--- src/rtl/div4_operand_sequencer.sv ---
`default_nettype none
// ============================================================================
//  Module   : div4_operand_sequencer
//  Purpose  : Sequential front-end for a combinational W-bit divider. It takes
//             dividend/divisor pairs over a valid/ready handshake, drives the
//             divider from registers, waits SETTLE cycles, then captures the
//             quotient/remainder and offers them over a second handshake.
//             A zero divisor is answered locally (Q = all ones, R = dividend)
//             and the divider output is never sampled for it.
//  Revision : 1.0  initial release
// ============================================================================
module div4_operand_sequencer #(
  parameter int W      = 4,
  parameter int SETTLE = 1
) (
  input  logic         clk,
  input  logic         rst,
  input  logic         in_valid,
  output logic         in_ready,
  input  logic [W-1:0] in_dividend,
  input  logic [W-1:0] in_divisor,
  output logic [W-1:0] div_a,
  output logic [W-1:0] div_b,
  input  logic [W-1:0] div_q,
  input  logic [W-1:0] div_r,
  output logic         out_valid,
  input  logic         out_ready,
  output logic [W-1:0] out_q,
  output logic [W-1:0] out_r,
  output logic         out_dbz
);

  typedef enum logic [1:0] {
    S_IDLE = 2'd0,
    S_WAIT = 2'd1,
    S_DONE = 2'd2
  } state_t;

  // The wait counter is loaded with SETTLE-1, so sampling lands exactly
  // SETTLE edges after the divider inputs were registered.
  localparam logic [3:0] CNT_LOAD = 4'(SETTLE - 1);

  state_t       state_q, state_d;
  logic [3:0]   cnt_q,   cnt_d;
  logic [W-1:0] a_q,     a_d;
  logic [W-1:0] b_q,     b_d;
  logic [W-1:0] q_q,     q_d;
  logic [W-1:0] r_q,     r_d;
  logic         dbz_q,   dbz_d;

  // State and datapath registers; reset discards any operation in flight.
  always_ff @(posedge clk) begin
    if (rst) begin
      state_q <= S_IDLE;
      cnt_q   <= 4'd0;
      a_q     <= '0;
      b_q     <= '0;
      q_q     <= '0;
      r_q     <= '0;
      dbz_q   <= 1'b0;
    end else begin
      state_q <= state_d;
      cnt_q   <= cnt_d;
      a_q     <= a_d;
      b_q     <= b_d;
      q_q     <= q_d;
      r_q     <= r_d;
      dbz_q   <= dbz_d;
    end
  end

  // Next-state and datapath update; every register holds unless its state
  // explicitly changes it, which keeps the result stable under backpressure.
  always_comb begin
    state_d = state_q;
    cnt_d   = cnt_q;
    a_d     = a_q;
    b_d     = b_q;
    q_d     = q_q;
    r_d     = r_q;
    dbz_d   = dbz_q;
    case (state_q)
      S_IDLE: begin
        // in_ready is high throughout IDLE, so in_valid alone means accept.
        if (in_valid) begin
          a_d = in_dividend;
          b_d = in_divisor;
          if (in_divisor == '0) begin
            q_d     = '1;
            r_d     = in_dividend;
            dbz_d   = 1'b1;
            state_d = S_DONE;
          end else begin
            cnt_d   = CNT_LOAD;
            state_d = S_WAIT;
          end
        end
      end
      S_WAIT: begin
        if (cnt_q != 4'd0) begin
          cnt_d = cnt_q - 4'd1;
        end else begin
          q_d     = div_q;
          r_d     = div_r;
          dbz_d   = 1'b0;
          state_d = S_DONE;
        end
      end
      S_DONE: begin
        // A new pair is only taken from IDLE, one edge after the handshake.
        if (out_ready) begin
          state_d = S_IDLE;
        end
      end
      default: begin
        state_d = S_IDLE;
      end
    endcase
  end

  // Handshake flags depend on state only, never on in_valid or out_ready.
  assign in_ready  = (state_q == S_IDLE);
  assign out_valid = (state_q == S_DONE);
  assign div_a     = a_q;
  assign div_b     = b_q;
  assign out_q     = q_q;
  assign out_r     = r_q;
  assign out_dbz   = dbz_q;

endmodule
`default_nettype wire

--- config.mk ---
export PLATFORM = sky130hd
export DESIGN_NAME = div4_operand_sequencer
export DESIGN_NICKNAME = d
export VERILOG_FILES = /design/src/rtl/div4_operand_sequencer.sv
export SDC_FILE = /design/constraint.sdc
export NUM_CORES = 1
export LEC_CHECK = 0
export ABC_CLOCK_PERIOD_IN_PS = 1500
export CAP_MARGIN = 20
export CORE_UTILIZATION = 38
export DETAILED_ROUTE_END_ITERATION = 6
export PLACE_DENSITY = 0.84
export SLEW_MARGIN = 10
export SYNTH_ARGS = -nofsm -noshare
export SYNTH_HDL_FRONTEND = slang
export SYNTH_SLANG_ARGS = --single-unit
--- constraint.sdc ---
create_clock -name clk -period 1.5 [get_ports clk]
set_clock_uncertainty 0.05 [all_clocks]
set_input_delay 0.15 -clock clk [delete_from_list [all_inputs] [get_ports clk]]
set_output_delay 0.15 -clock clk [all_outputs]
set_load 0.005 [all_outputs]
Yosys cells after proc, flatten, opt, wreduce, memory -nomap -nowiden
Index checks and enable logic that the tools add are counted.
Widths: inputs -> output; s select.
- input bits: 20
- word-level logic and storage cells: 45
- register bits: 23
- output and inout port bits: 19
- reduce and logical (&&, ||, !) cells: 8
- multiplexer cells: 21
- equal/unequal tests: 8
- $add $sub $neg: 1
- operators with widths (kind ; count):
    $mux 4 ; 9
    $pmux 4 s2 ; 3
    $mux 2 ; 4
    $ne 2x2->1 const B ; 4
    $reduce_and 4->1 ; 2
    $pmux 2 s3 ; 1
    $logic_not 4->1 ; 1
    $ne 2x1->1 const B ; 2
    $reduce_bool 4->1 ; 1
    $sub 4x1->4 const B ; 1
    $mux 1 ; 3
    $reduce_and 3->1 ; 1
    $eq 2x1->1 const B ; 1
    $eq 2x2->1 const B ; 1
    $logic_not 2->1 ; 1
    $pmux 1 s2 ; 1
    $reduce_and 2->1 ; 1
    $reduce_bool 2->1 ; 1

Depth between registers and ports, before layout
Gate-level depths: netlist of run 1.
- depth after elaboration: 4
- depth in mapped cells: 5
- depth with buffers taken out: 5

Worst setup path before layout of run 1
No wires, ideal clock.
- kind: register to register
- start: reg cnt_q[0]
- end: reg q_q[0], in the netlist out_q[0]
- arrival: 1500 ps
- slack: -109 ps
- buffers on the path: 0
- data required time: 1392 ps
- cell stages (with the launch flop): 6
- period minus slack after synthesis: 1609 ps
- path through: dfxtp_1 -> inv_1 -> ha_1 -> or3b_2 -> o22ai_2 -> o221a_2
- longest elaborated chain between the ends: 3
- RTL lines (element ; line ; text):
    start: declaration ; 44 ; logic [3:0] cnt_q, cnt_d;
    start signal: assignment ; 63 ; cnt_q <= cnt_d;
    $reduce_bool 4->1 ; 100 ; if (cnt_q != 4'd0) begin
    $ne 2x2->1 (no line) ; - ;
    $reduce_and 4->1 (no line) ; - ;
    end signal: assignment ; 66 ; q_q <= q_d;
    end: declaration ; 47 ; logic [W-1:0] q_q, q_d;
Every way passes these cells.
A chain may end at the register's enable or synchronous reset.

Worst setup path in the final report of run 1
- start: reg cnt_q[1]
- end: reg q_q[2], in the netlist out_q[2]
The elaborated chain is that of the path after synthesis.

==> out/results.ini, run 1 <==
[outcome]
outcome=finished with violations
violations=setup timing

[place]
post-dp-hpwl_um=1940
place_area_um2=1560
gp_congestion=0.904
pre_cts_ws_ps=-294
portBuffers=38
dpl.cell_count=194

[timing]
maxSlewViolCount=0
hold_slack_ps=360
setup_slack_ps=-62.2
worstMarginPinSlew_ps=293
finalHoldViolCount=0
rsz0062_at_grt=true
relSlewSlack_pct=80.4
setup_viol=9
max_clock_freq_ghz=0.640
finalCritPeriodShare_pct=104
period_minus_slack_ps=1560

[pwr]
p_total_uw=1280
p_int_uw=949
max-vdd-ir-drop_v=0.000567
leakage_uw=0.000614
p_seq_share_pct=53.1
p_per_area_nw_per_um2=780
clkPwrFrac_pct=21.7
switching_share_pct=25.8
power_frac_comb_pct=25.2
p_switching_uw=330

[die]
core_um2=2520
die_area_um2=2910
dieWidth_um=53.9
die_height_um=53.9
rows=18
start_util_pct=40.6
pin_count=39

[critical_path]
worstPathCellList=inv_2, ha_4, or3b_4, o22ai_4, o221a_2
crit_buf_inv=1
rrSetupSlack_ps=-60
critical_path_required_ps=1710
cp_max_fo=8
arrival_ps=1770
worst_setup_path_start_kind=flip-flop
crit_family=compound AO/OA/AOI/OAI gates
crit_type=flip-flop to flip-flop
critPathMaxStageDelay_ps=410
cp-end-kind=flip-flop
slowest_stage=or3b_4

[yosys]
synth_warnings=0
avgSynthCellArea_um2=8.91
ys_ff_latch=23
syn_inst=115
synth_edf_count=0
synth_async_sr_flop_share_pct=0
mappedNetlistArea_um2=1020
syn-num-nets=137
synth.distinct_cells=34
synth_top_flop_cell=dfxtp_1
seq_area_frac_synth_pct=44.9

[worst_hold_path]
hold_class=input port to flip-flop

[drt]
drc=0
via_per_inst=5.42
wirelength_um=2630
ant_nets=0
firstDrtPassIters=4
drt_iter0_drc=20
avgRoutedWirePerCell_um=13.2
via_count=1078

[finish]
instances_no_fill=199
diodes=0
layout.nets=192
areaGrowthSynthToFinish_pct=60.0
drive_gt1_share_pct=27.2
final_area_um2=1640

[cts]
clock_latency_ps=300
root_buffer=clkbuf_4
cts_tree=done
cts_buffer_depth=2
cts.clk_slew.worst_paths_ps=120
cts_buffers=3
cts-htree-levels=1
cts_sinks=23

[grt]
grt_pass1_vias=1050
grt_antenna_before_repair=0
grt_overflow=0
grt_pass1_wl_um=4240
track_usage_pct=20.2
grt_max_degree=19

[flow_run]
drv_cap=0

-- per-layer routing --
metal	vias to the layer above	global-route usage (%)	part of all wire, %
li1	529	-	-
met1	510	22.4	45
met2	33	35.8	48
met3	6	2.54	4.9
met4	0	13.2	2.3
met5	-	0	0
-- worst paths after layout --
path / end / cells past startpoint / start
worst max-delay path: out_q[2] / 5 / cnt_q[1]
worst min-delay path: div_a[2] / 3 / in_dividend[2]
worst max register to register: out_q[2] / 5 / cnt_q[1]
worst min register to register: div_a[3] / 2 / div_a[3]
-- through the flow --
| step | util [%] | TNS (ps) |
|---|---|---|
| 2_1_floorplan | - | 0 |
| 3_3_place_gp | 61.8 | -2990 |
| 3_5_place_dp | 61.8 | -3580 |
| 4_1_cts | 64.0 | -395 |
| 5_1_grt | 65.0 | -911 |
| 6_report | 65.0 | -387 |
-- cell usage after synthesis (2+ instances only) --
library cell	number	area [µm²]
nand2_1	25	93.8
dfxtp_1	23	460
a21oi_1	9	45.0
nor2_1	5	18.8
a221oi_1	4	35.0
a311oi_1	4	35.0
buf_2	4	20.0
inv_1	4	15.0
o221a_2	4	45.0
nand3_1	3	15.0
nor2b_1	3	18.8
clkbuf_1	2	7.51
ha_1	2	25.0
nor3b_2	2	25.0
nor4_1	2	12.5
-- tightest hold or removal path, stage by stage --
cell and delay (ps):
clkdlybuf4s50_1 420, nand2_1 60, a21oi_1 50
-- repair_timing --
action / in CTS / in global routing
buffers inserted: 1 / 0
hold buffers: 0 / 0
gates resized for setup: 11 / 5
pin swaps: 6 / 3
setup endpoints to repair: 13 / 12
-- layout make-up --
type | count | area [µm²]
clock buffers | 4 | 26.3
inverters | 5 | 18.8
flip-flops and latches | 23 | 468
well taps | 30 | 37.5
fillers | 216 | 883
multi-input cells | 81 | 574
repair buffers | 56 | 514
-- layout by cell type (no fill, tap or decap), drive strengths merged --
master	instances
nor4	2
o31ai	1
a311oi	4
nor3b	2
a21oi	9
inv	4
or4	2
clkinv	1
a211oi	1
a221oi	5
or3b	2
nand2	25
nor3	1
a31o	1
nand2b	1
a22oi	1
ha	2
clkbuf	4
nand3	3
clkdlybuf4s50	37
nor2b	3
o21ai	1
buf	18
o221a	4
and3	1
dfxtp	23
o22ai	2
a32o	1
dlygate4sd2	1
nor2	5
xnor2	1
a31oi	1
-- cell families (layout without fill, tap and decap cells) --
| family | after synthesis | after routing | share of synthesized area, % |
|---|---|---|---|
| AND/OR/NAND/NOR | 47 | 47 | 23.2 |
| XOR/XNOR | 1 | 1 | 0.855 |
| flip-flops | 23 | 23 | 44.9 |
| buffers and inverters | 11 | 65 | 4.52 |
| AO/OA/AOI/OAI | 31 | 31 | 24.1 |
| adder cells (fa/ha/maj) | 2 | 2 | 2.44 |
-- power groups by stage --
stage | sequential (µW) | combinational [µW] | clock, µW
after floorplan | 691 | 124 | 0
after global placement | 689 | 308 | 0
after detailed placement | 690 | 313 | 0
after CTS | 676 | 315 | 285
after global routing | 684 | 349 | 317
final | 678 | 323 | 278
-- state kept, by name, summed over array words and instances (netlist names) --
signal,cells
state_q,2
out_r,4
out_dbz,1
cnt_q,4
out_q,4
div_a,4
div_b,4
(Power assumes the default switching activity.)
==> run 2, diff against run 1 <==
--- a/config.mk
+++ b/config.mk
@@ -10,7 +10,6 @@
 export CORE_UTILIZATION = 38
 export DETAILED_ROUTE_END_ITERATION = 6
 export PLACE_DENSITY = 0.84
-export SLEW_MARGIN = 10
 export SYNTH_ARGS = -nofsm -noshare
 export SYNTH_HDL_FRONTEND = slang
 export SYNTH_SLANG_ARGS = --single-unit
==> results of run 2 <==
Same layout as run 1: the final DEF is identical, and so are final timing and power.
==> run 3, diff against run 2 <==
--- a/config.mk
+++ b/config.mk
@@ -9,6 +9,7 @@
 export CAP_MARGIN = 20
 export CORE_UTILIZATION = 38
 export DETAILED_ROUTE_END_ITERATION = 6
+export GPL_TIMING_DRIVEN = 0
 export PLACE_DENSITY = 0.84
 export SYNTH_ARGS = -nofsm -noshare
 export SYNTH_HDL_FRONTEND = slang
==> out/results.ini, run 3 (synthesis results as in run 1) <==
[timing]
rsz0062_at_grt=true
relSlewSlack_pct=68.2  ; -12 points
maxSlewViolCount=0  ; unchanged
hold_slack_ps=263  ; -96.9 ps
setup_slack_ps=-75.1  ; -12.9 ps
max_clock_freq_ghz=0.635  ; -0.82%
period_minus_slack_ps=1580  ; +12.9 ps
finalCritPeriodShare_pct=105  ; +0.86 points
finalHoldViolCount=0  ; unchanged
worstMarginPinSlew_ps=478  ; +184 ps
setup_viol=9  ; unchanged

[cts]
cts_buffers=3  ; unchanged
cts_buffer_depth=2  ; unchanged
clock_latency_ps=300  ; about the same
cts-htree-levels=1  ; unchanged
cts_tree=done
cts_sinks=23  ; unchanged
root_buffer=clkbuf_4
cts_hold_repair.buffers=0  ; unchanged
cts.clk_slew.worst_paths_ps=120  ; about the same

[pwr]
p_seq_share_pct=54.2  ; +1.1 points
p_switching_uw=325  ; -1.5%
p_int_uw=926  ; -2.4%
p_per_area_nw_per_um2=792  ; +1.5%
power_frac_comb_pct=24.0  ; -1.2 points
clkPwrFrac_pct=21.8  ; about the same
switching_share_pct=26.0  ; +0.18 points
max-vdd-ir-drop_v=0.000752  ; +33%
leakage_uw=0.000572  ; -6.8%
p_total_uw=1250  ; -2.2%

[critical_path]
rr_worst_depth=5  ; unchanged
critical_path_required_ps=1700  ; about the same
worst_setup_path_start_kind=flip-flop
worstPathCellList=inv_2, ha_4, or3b_4, o22ai_4, o221a_2
critPathMaxStageDelay_ps=400  ; about the same
worstReg2RegEnd=out_q[0]
arrival_ps=1780  ; about the same
slowest_stage=or3b_4
cp_max_fo=8  ; unchanged
crit_type=flip-flop to flip-flop
cp-end-kind=flip-flop
reg2reg_from=cnt_q[1]
rrSetupSlack_ps=-80  ; about the same

[grt]
grt_overflow=0  ; unchanged
grt_pass1_wl_um=4280  ; +1.1%
grt_antenna_before_repair=0  ; unchanged
grt_max_degree=13  ; -6
track_usage_pct=21.0  ; +0.79 points
grt_pass1_vias=981  ; -6.6%

[drt]
via_count=1045  ; -3.1%
ant_nets=0  ; unchanged
wirelength_um=2760  ; +5.2%
drt_iter0_drc=18  ; -10%
drc=0  ; unchanged
firstDrtPassIters=4  ; unchanged
via_per_inst=5.47  ; +1.0%
avgRoutedWirePerCell_um=14.5  ; +9.6%

[finish]
final_cell_mix=clkdlybuf4s50_1 (35), nand2_1 (25), dfxtp_1 (19)
areaGrowthSynthToFinish_pct=54.2
final_area_um2=1580  ; -3.6%
fin_util_pct=62.6  ; -2.3 points
drive_gt1_share_pct=21.1  ; -6.1 points
layout.nets=184  ; -4.2%
diodes=0  ; unchanged
final_common_cell=clkdlybuf4s50_1

[die]
start_util_pct=40.6  ; unchanged
dieWidth_um=53.9  ; unchanged
die_area_um2=2910  ; unchanged
core_um2=2520  ; unchanged
rows=18  ; unchanged
pin_count=39  ; unchanged
die_height_um=53.9  ; unchanged

[place]
gp_congestion=0.837  ; -7.4%
pre_cts_ws_ps=-637  ; -343 ps
place_area_um2=1450  ; -7.1%
post-dp-hpwl_um=1890  ; -2.8%
portBuffers=37  ; -2.6%

[worst_hold_path]
hold_class=input port to flip-flop
hold_start=rst
hold_end=cnt_q[2]
whs_path_depth=2  ; -1

[flow_run]
drv_cap=0  ; unchanged

[outcome]
violations=setup timing
outcome=finished with violations

==> run 3: cell type report <==
type,count,area (µm²)
inverters,5,18.8
well taps,30,37.5
plain buffers,6,36.3
multi-input cells,82,593
repair buffers,41,398
clock buffers,4,26.3
flip-flops and latches,23,470
fillers,218,942
==> run 3: worst max path at each step <==
stage               slack (ps)  cells past startpoint     startpoint        to
finish                     -80                      5       cnt_q[1]  out_q[0]
global route              -130                      5       cnt_q[1]  out_q[0]
CTS                        -60                      5       cnt_q[1]  out_q[0]
detailed placement        -640                      4  in_divisor[2]  out_r[2]
global placement          -660                      4  in_divisor[2]  out_r[1]
floorplan                    3                      5       cnt_q[0]  out_q[0]
==> run 3: critical path, delay by kind of cell, from the launching register on <==
kind	cells	cell delay [ps]
adders and majority gates	1	140
and+or+nand+nor	1	400
AOI/OAI and AO/OA	2	510
buffers and inverters	1	70
DFF	1	350
==> run 3: timing repair <==
action                     in CTS  in global routing
gates resized for setup        18                  4
buffers inserted                3                  1
pin swaps                       7                  5
setup endpoints to repair      15                 12
cloned                          0                  1
==> run 3: per-stage QoR <==
step | TNS (ps) | instances
2_1_floorplan | 0 | 115
3_3_place_gp | -7190 | 182
3_5_place_dp | -7210 | 182
4_1_cts | -402 | 189
5_1_grt | -1150 | 191
6_report | -510 | 191
==> run 3: power groups by stage <==
stage | registers (µW) | clock network [µW] | logic (µW)
after floorplan | 691 | 0 | 124
after global routing | 682 | 312 | 329
after detailed placement | 689 | 0 | 287
after CTS | 676 | 289 | 294
after global placement | 687 | 0 | 283
final | 678 | 273 | 300
==> run 3: per-layer routing <==
layer	part of all wire, %	global-route usage [%]	vias up	wire length, µm
met1	42	25.3	485	1170
met2	51	36.8	38	1410
met5	0	0	-	0
met3	5.6	1.98	2	154
li1	-	-	520	-
met4	0.98	10.5	0	27
